<file path="src/rtl/idma_axis_stream_accel.sv">
// Streaming accelerator stage between the iDMA AXI-Stream write and read ports.
// Each accepted beat is transformed by a per-packet op, registered in a
// one-entry pipe stage and then written into a small output FIFO. The module
// also reports the sum and beat count of the transformed beats of each packet.
//
// Handshake: a beat transfers on a rising clk_i edge where valid and ready are
// both high. valid never waits on ready. Once the output asserts valid, it
// holds data, keep and last stable until the beat is taken. s_axis_tready_o
// is derived only from registered occupancy, so there is no combinational
// path from m_axis_tready_i to s_axis_tready_o.
module idma_axis_stream_accel #(
    parameter int DataWidth = 64,
    parameter int FifoDepth = 4,
    parameter int CntWidth  = 16
) (
    input  logic                   clk_i,
    input  logic                   rst,
    input  logic [1:0]             cfg_op_i,
    input  logic [DataWidth-1:0]   cfg_operand_i,
    input  logic [DataWidth-1:0]   s_axis_tdata_i,
    input  logic [DataWidth/8-1:0] s_axis_tkeep_i,
    input  logic                   s_axis_tlast_i,
    input  logic                   s_axis_tvalid_i,
    output logic                   s_axis_tready_o,
    output logic [DataWidth-1:0]   m_axis_tdata_o,
    output logic [DataWidth/8-1:0] m_axis_tkeep_o,
    output logic                   m_axis_tlast_o,
    output logic                   m_axis_tvalid_o,
    input  logic                   m_axis_tready_i,
    output logic                   pkt_done_o,
    output logic [DataWidth-1:0]   pkt_sum_o,
    output logic [CntWidth-1:0]    pkt_beats_o
);

    localparam int KeepWidth = DataWidth / 8;
    localparam int PtrWidth  = (FifoDepth > 1) ? $clog2(FifoDepth) : 1;
    localparam int OccWidth  = $clog2(FifoDepth + 1) + 1;

    // Packet framing state; state_q is the observable FSM state for checkers.
    typedef enum logic [0:0] {
        ST_IDLE   = 1'b0,
        ST_IN_PKT = 1'b1
    } state_e;

    state_e                 state_q, state_d;
    logic                   sample_cfg;
    logic                   s_hs, m_hs;
    logic [1:0]             op_q, op_eff;
    logic [DataWidth-1:0]   operand_q, operand_eff;
    logic [DataWidth-1:0]   xform_data;

    logic                   pipe_valid_q;
    logic [DataWidth-1:0]   pipe_data_q;
    logic [KeepWidth-1:0]   pipe_keep_q;
    logic                   pipe_last_q;

    logic [DataWidth-1:0]   mem_data [FifoDepth];
    logic [KeepWidth-1:0]   mem_keep [FifoDepth];
    logic                   mem_last [FifoDepth];
    logic [PtrWidth-1:0]    wr_ptr_q, rd_ptr_q;
    logic [OccWidth-1:0]    fifo_count_q, occupancy;
    logic                   fifo_empty;

    logic [DataWidth-1:0]   sum_acc_q, sum_next;
    logic [CntWidth-1:0]    beats_acc_q, beats_next;

    function automatic logic [PtrWidth-1:0] ptr_inc(input logic [PtrWidth-1:0] p);
        return (p == PtrWidth'(FifoDepth - 1)) ? '0 : p + PtrWidth'(1);
    endfunction

    // The pipe register always drains into the FIFO on the next edge, so the
    // pipe entry must be counted as occupied when deciding input readiness.
    assign occupancy       = fifo_count_q + OccWidth'(pipe_valid_q);
    assign s_axis_tready_o = !rst && (occupancy < OccWidth'(FifoDepth));
    assign s_hs            = s_axis_tvalid_i && s_axis_tready_o;
    assign fifo_empty      = (fifo_count_q == '0);
    assign m_axis_tvalid_o = !fifo_empty;
    assign m_hs            = m_axis_tvalid_o && m_axis_tready_i;
    assign m_axis_tdata_o  = fifo_empty ? '0 : mem_data[rd_ptr_q];
    assign m_axis_tkeep_o  = fifo_empty ? '0 : mem_keep[rd_ptr_q];
    assign m_axis_tlast_o  = fifo_empty ? 1'b0 : mem_last[rd_ptr_q];

    // FSM state register.
    always_ff @(posedge clk_i or posedge rst) begin
        if (rst) state_q <= ST_IDLE;
        else     state_q <= state_d;
    end

    // FSM next state: a packet opens on a non-last beat and closes on tlast.
    always_comb begin
        state_d = state_q;
        if (s_hs) state_d = s_axis_tlast_i ? ST_IDLE : ST_IN_PKT;
    end

    // FSM outputs: the configuration is taken live only on a packet's first beat.
    always_comb begin
        sample_cfg = (state_q == ST_IDLE);
    end

    // Latch op and operand on the first beat so mid-packet cfg changes are ignored.
    always_ff @(posedge clk_i or posedge rst) begin
        if (rst) begin
            op_q      <= 2'd0;
            operand_q <= '0;
        end else if (s_hs && sample_cfg) begin
            op_q      <= cfg_op_i;
            operand_q <= cfg_operand_i;
        end
    end

    assign op_eff      = sample_cfg ? cfg_op_i : op_q;
    assign operand_eff = sample_cfg ? cfg_operand_i : operand_q;

    // Beat transform on the whole word, independent of tkeep.
    always_comb begin
        xform_data = s_axis_tdata_i;
        case (op_eff)
            2'd1: xform_data = s_axis_tdata_i + operand_eff;
            2'd2: xform_data = s_axis_tdata_i ^ operand_eff;
            2'd3: begin
                for (int i = 0; i < KeepWidth; i++) begin
                    xform_data[i*8 +: 8] = s_axis_tdata_i[(KeepWidth-1-i)*8 +: 8];
                end
            end
            default: ;
        endcase
    end

    // Pipe stage holding the transformed beat for one cycle.
    always_ff @(posedge clk_i or posedge rst) begin
        if (rst) begin
            pipe_valid_q <= 1'b0;
            pipe_data_q  <= '0;
            pipe_keep_q  <= '0;
            pipe_last_q  <= 1'b0;
        end else begin
            pipe_valid_q <= s_hs;
            if (s_hs) begin
                pipe_data_q <= xform_data;
                pipe_keep_q <= s_axis_tkeep_i;
                pipe_last_q <= s_axis_tlast_i;
            end
        end
    end

    // FIFO storage; contents are masked at the outputs while empty.
    always_ff @(posedge clk_i) begin
        if (pipe_valid_q) begin
            mem_data[wr_ptr_q] <= pipe_data_q;
            mem_keep[wr_ptr_q] <= pipe_keep_q;
            mem_last[wr_ptr_q] <= pipe_last_q;
        end
    end

    // FIFO pointers and count; a push and pop in the same cycle cancel out.
    always_ff @(posedge clk_i or posedge rst) begin
        if (rst) begin
            wr_ptr_q     <= '0;
            rd_ptr_q     <= '0;
            fifo_count_q <= '0;
        end else begin
            if (pipe_valid_q) wr_ptr_q <= ptr_inc(wr_ptr_q);
            if (m_hs)         rd_ptr_q <= ptr_inc(rd_ptr_q);
            if (pipe_valid_q && !m_hs)      fifo_count_q <= fifo_count_q + OccWidth'(1);
            else if (!pipe_valid_q && m_hs) fifo_count_q <= fifo_count_q - OccWidth'(1);
        end
    end

    assign sum_next   = sum_acc_q + pipe_data_q;
    assign beats_next = (&beats_acc_q) ? beats_acc_q : beats_acc_q + CntWidth'(1);

    // Per-packet statistics, published when the last beat leaves the pipe.
    always_ff @(posedge clk_i or posedge rst) begin
        if (rst) begin
            sum_acc_q   <= '0;
            beats_acc_q <= '0;
            pkt_sum_o   <= '0;
            pkt_beats_o <= '0;
            pkt_done_o  <= 1'b0;
        end else begin
            pkt_done_o <= 1'b0;
            if (pipe_valid_q) begin
                if (pipe_last_q) begin
                    pkt_sum_o   <= sum_next;
                    pkt_beats_o <= beats_next;
                    pkt_done_o  <= 1'b1;
                    sum_acc_q   <= '0;
                    beats_acc_q <= '0;
                end else begin
                    sum_acc_q   <= sum_next;
                    beats_acc_q <= beats_next;
                end
            end
        end
    end

endmodule

</file>
<file path="config.mk">
export PLATFORM = sky130hd
export DESIGN_NAME = idma_axis_stream_accel
export DESIGN_NICKNAME = d
export VERILOG_FILES = /design/src/rtl/idma_axis_stream_accel.sv
export SDC_FILE = /design/constraint.sdc
export NUM_CORES = 1
export LEC_CHECK = 0
export CAP_MARGIN = 25
export CORE_ASPECT_RATIO = 0.5
export CORE_MARGIN = 2
export CORE_UTILIZATION = 40
export CTS_BUF_LIST = sky130_fd_sc_hd__clkbuf_16
export CTS_CLUSTER_SIZE = 20
export DETAILED_ROUTE_END_ITERATION = 10
export PLACE_DENSITY = 0.62
export SYNTH_ARGS = -nofsm -noshare
export SYNTH_HDL_FRONTEND = slang
export SYNTH_SLANG_ARGS = --single-unit
export TNS_END_PERCENT = 100
</file>
<file path="constraint.sdc">
create_clock -name clk_i -period 10.1 [get_ports clk_i]
set_input_delay 2.02 -clock clk_i [delete_from_list [all_inputs] [get_ports clk_i]]
set_output_delay 2.02 -clock clk_i [all_outputs]
set_load 0.005 [all_outputs]
</file>
==> results_dict.tcl <==
set metrics [dict create \
    finClkSkew_ns 0.0343 \
    drc 0 \
    synth_area_leader_cell "edfxtp_1" \
    detailedPlace.worstSlack_ns 3.97 \
    die_x_um 404 \
    grt_max_degree 152 \
    crit_end "m_axis_tdata_o[8]" \
    r2r-start "state_q" \
    synth_cells 2916 \
    synth_edf_count 292 \
    critPathMaxFanout 29 \
    rows 73 \
    dr.first_iter.drc_count 2092 \
    path_buf_inv 3 \
    ff2ff_setup_slack_ns 4.77 \
    areaGrowthSynthToFinish_pct 18.5 \
    netlist.area_leader.share_pct 27.4 \
    worstSetupPathType "flop to primary output" \
    leakage_nw 15.0 \
    final_common_cell "nand2_1" \
    start_kind "flop" \
    die_h_um 204 \
    nets 3411 \
    hold_class "flop to flop" \
    drt-wirelength-per-cell_um 23.5 \
    ys_top_cells_by_area "edfxtp_1 27%, dfrtp_1 24%, ha_1 5.3%, mux4_2 5.1%, mux2_2 4.7%" \
    drive_gt1_share_pct 11.7 \
    startpoint "rd_ptr_q[0]" \
    synth_nets 3197 \
    cts_hold_buf 0 \
    synth_cell_types 75 \
    viasPerCell 5.75 \
    final_hold_viol_count 0 \
    final-setup-viol-count 0 \
    tritoncts "built" \
    cts_resized 0 \
    rr_endpoint "pipe_data_q[63]" \
    gr-total-overflow 0 \
    tns_ns 0 \
    grt_pass1_wl_mm 149 \
    cts_root_buf "clkbuf_16" \
    synth_area_sq_mm 0.0321 \
    clkTransAtPathRegs_ns 0.07 \
    hpwl_mm 71.4 \
    cp.depth 5 \
    fin_ws_ns 4.49 \
    critPathArrivalTime_ns 3.59 \
    p_per_area_mw_per_mm2 340 \
    fin_util_pct 47.9 \
    slowest_stage "dfrtp_4" \
    ys_async_sr_fraction_pct 51.5 \
    fmax_mhz 178 \
    die_area_sq_mm 0.0826 \
    core-area_sq_mm 0.0794 \
    cp_data_required_time_ns 8.08 \
    numCtsBuffers 57 \
    reg2reg_depth 14 \
    clockBufferDepth 3 \
    relSlewSlack_pct 30.8 \
    drv_slew 0 \
    synth.yosys.seq_area_share_pct 51.6 \
    clk_latency_ns 0.66 \
    io_buffers 298 \
    critPathMaxStageDelay_ns 0.75 \
    final_cell_mix "343 x nand2_1, 306 x dfrtp_1, 298 x clkdlybuf4s50_1" \
    fillers 7128 \
    antenna_found_initial 9 \
    post-cts-setup-buffers 0 \
    grt_pass1_vias 23500 \
    avgSynthCellArea_sq_um 11.0 \
    rsz0062_at_grt "false" \
    h-tree-depth 2 \
    status "finished clean" \
    wirelength_mm 99.7 \
    critPathCaptureType "primary output" \
    cts_sinks 602 \
    ys.flop_type "dfrtp_1" \
    synth_warnings 0 \
    vias 24300 \
    vdd_drop_max_mv 0.159 \
    gp_congestion 0.953 \
    cp_cell_sequence "buf_12 > buf_4 > mux4_2 > and2_1 > clkdlybuf4s50_1" \
    path_delay_family "buffers and inverters" \
    worst_slew_pin_slew_ns 1.04 \
    finalCritPeriodShare_pct 55.6 \
    grtUsageTotal_pct 24.0 \
    pin_count 299 \
    dr.pass1.iters 6 \
    ys_seq_elements 602 \
    fin_crit_ns 5.61 \
    cap_violations 0 \
    ant_nets 0 \
    initial_utilization_pct 40.4 \
]
[worst min path at each step]
stage                     from               to  cells after the start
4_1_cts         pkt_beats_o[3]   pkt_beats_o[3]                      2
3_5_place_dp    pkt_beats_o[3]   pkt_beats_o[3]                      2
6_report         pkt_sum_o[19]    pkt_sum_o[19]                      2
5_1_grt          pkt_sum_o[16]    pkt_sum_o[16]                      2
2_1_floorplan  fifo_count_q[3]  fifo_count_q[3]                      1
3_3_place_gp     pkt_sum_o[12]    pkt_sum_o[12]                      2
[where the power goes]
group	switching, W	total, W	internal [W]
logic	0.00376	0.00663	0.00287
registers	0.000755	0.00410	0.00334
clock network	0.00101	0.00221	0.00120
[area by class of cell]
cell class / count / area [sq um] / area share (%)
Clock buffer: 57 / 1430 / 3.75
Clock inverter: 50 / 480 / 1.26
Sequential cell: 602 / 16500 / 43.5
Timing Repair Buffer: 327 / 3270 / 8.60
Tap cell: 1050 / 1310 / 3.46
Inverter: 113 / 428 / 1.13
Multi-Input combinational cell: 2029 / 14500 / 38.2
Antenna cell: 6 / 15.0 / 0.0395
[registers in the layout, indices dropped and copies added (netlist names)]
name	cells
mem_data	256
operand_q	64
pipe_data_q	64
pkt_sum_o	64
sum_acc_q	64
mem_keep	32
beats_acc_q	16
pkt_beats_o	16
pipe_keep_q	8
fifo_count_q	4
mem_last	4
op_q	2
rd_ptr_q	2
wr_ptr_q	2
pipe_last_q	1
pipe_valid_q	1
pkt_done_o	1
state_q	1
[through the flow]
stage / total power, W / cell area [sq um] / cells / hold WS [ns]
2_1_floorplan: 0.00811 / 32100 / 2916 / 0.470
6_report: 0.0129 / 38000 / 4234 / 0.478
3_3_place_gp: 0.0106 / 36000 / 4118 / 0.462
3_5_place_dp: 0.0107 / 36000 / 4118 / 0.471
5_1_grt: 0.0138 / 38000 / 4231 / 0.508
4_1_cts: 0.0129 / 37900 / 4225 / 0.485
[cells by family (layout without fill, tap and decap cells)]
family / count (synthesis) / after routing / synth area share [%]
DFF: 602 / 602 / 51.6
adders and majority gates: 138 / 138 / 5.46
muxes: 214 / 214 / 10.1
AOI/OAI and AO/OA: 832 / 832 / 16.3
other: 0 / 6 / 0
and+or+nand+nor: 757 / 757 / 10.9
buffers and inverters: 285 / 547 / 3.37
xor gates and xnor gates: 88 / 88 / 2.40
[routing by layer]
metal  vias up  track usage, %  wire, um
met3       139            5.75      7990
met1     12100            35.3     46200
li1      11300               -         -
met2       807            34.9     42800
met4         2            7.10      2620
met5         -               0        11
[Yosys cell counts, drive strengths merged, types with 4 or more instances]
cell type	count
edfxtp	292
xor2	30
o21ai	224
a21oi	193
a21o	75
nor3	22
nand2	345
mux2i	6
a21boi	8
o21bai	22
o22ai	109
o2111ai	5
or3	9
o211ai	10
nand2b	15
a211oi	21
nor2	140
a22oi	6
a22o	4
or2	5
mux2	135
nand3	43
xnor2	58
o31ai	27
inv	113
a41oi	4
dfrtp	310
a311oi	4
mux4	73
and2	85
a31o	4
buf	34
o221ai	31
and3	19
a221oi	7
nor4	9
nand4	37
nor2b	11
ha	135
clkbuf	138
o41ai	4
nor3b	6
o21a	18
a31oi	37
[tightest hold or removal path, delay by kind of cell (launching register included)]
family	cells	cell delay [ns]
simple gates	1	0.05
flops	1	0.34
compound gates	1	0.06
Note: power is estimated with default switching activity, not from simulation.
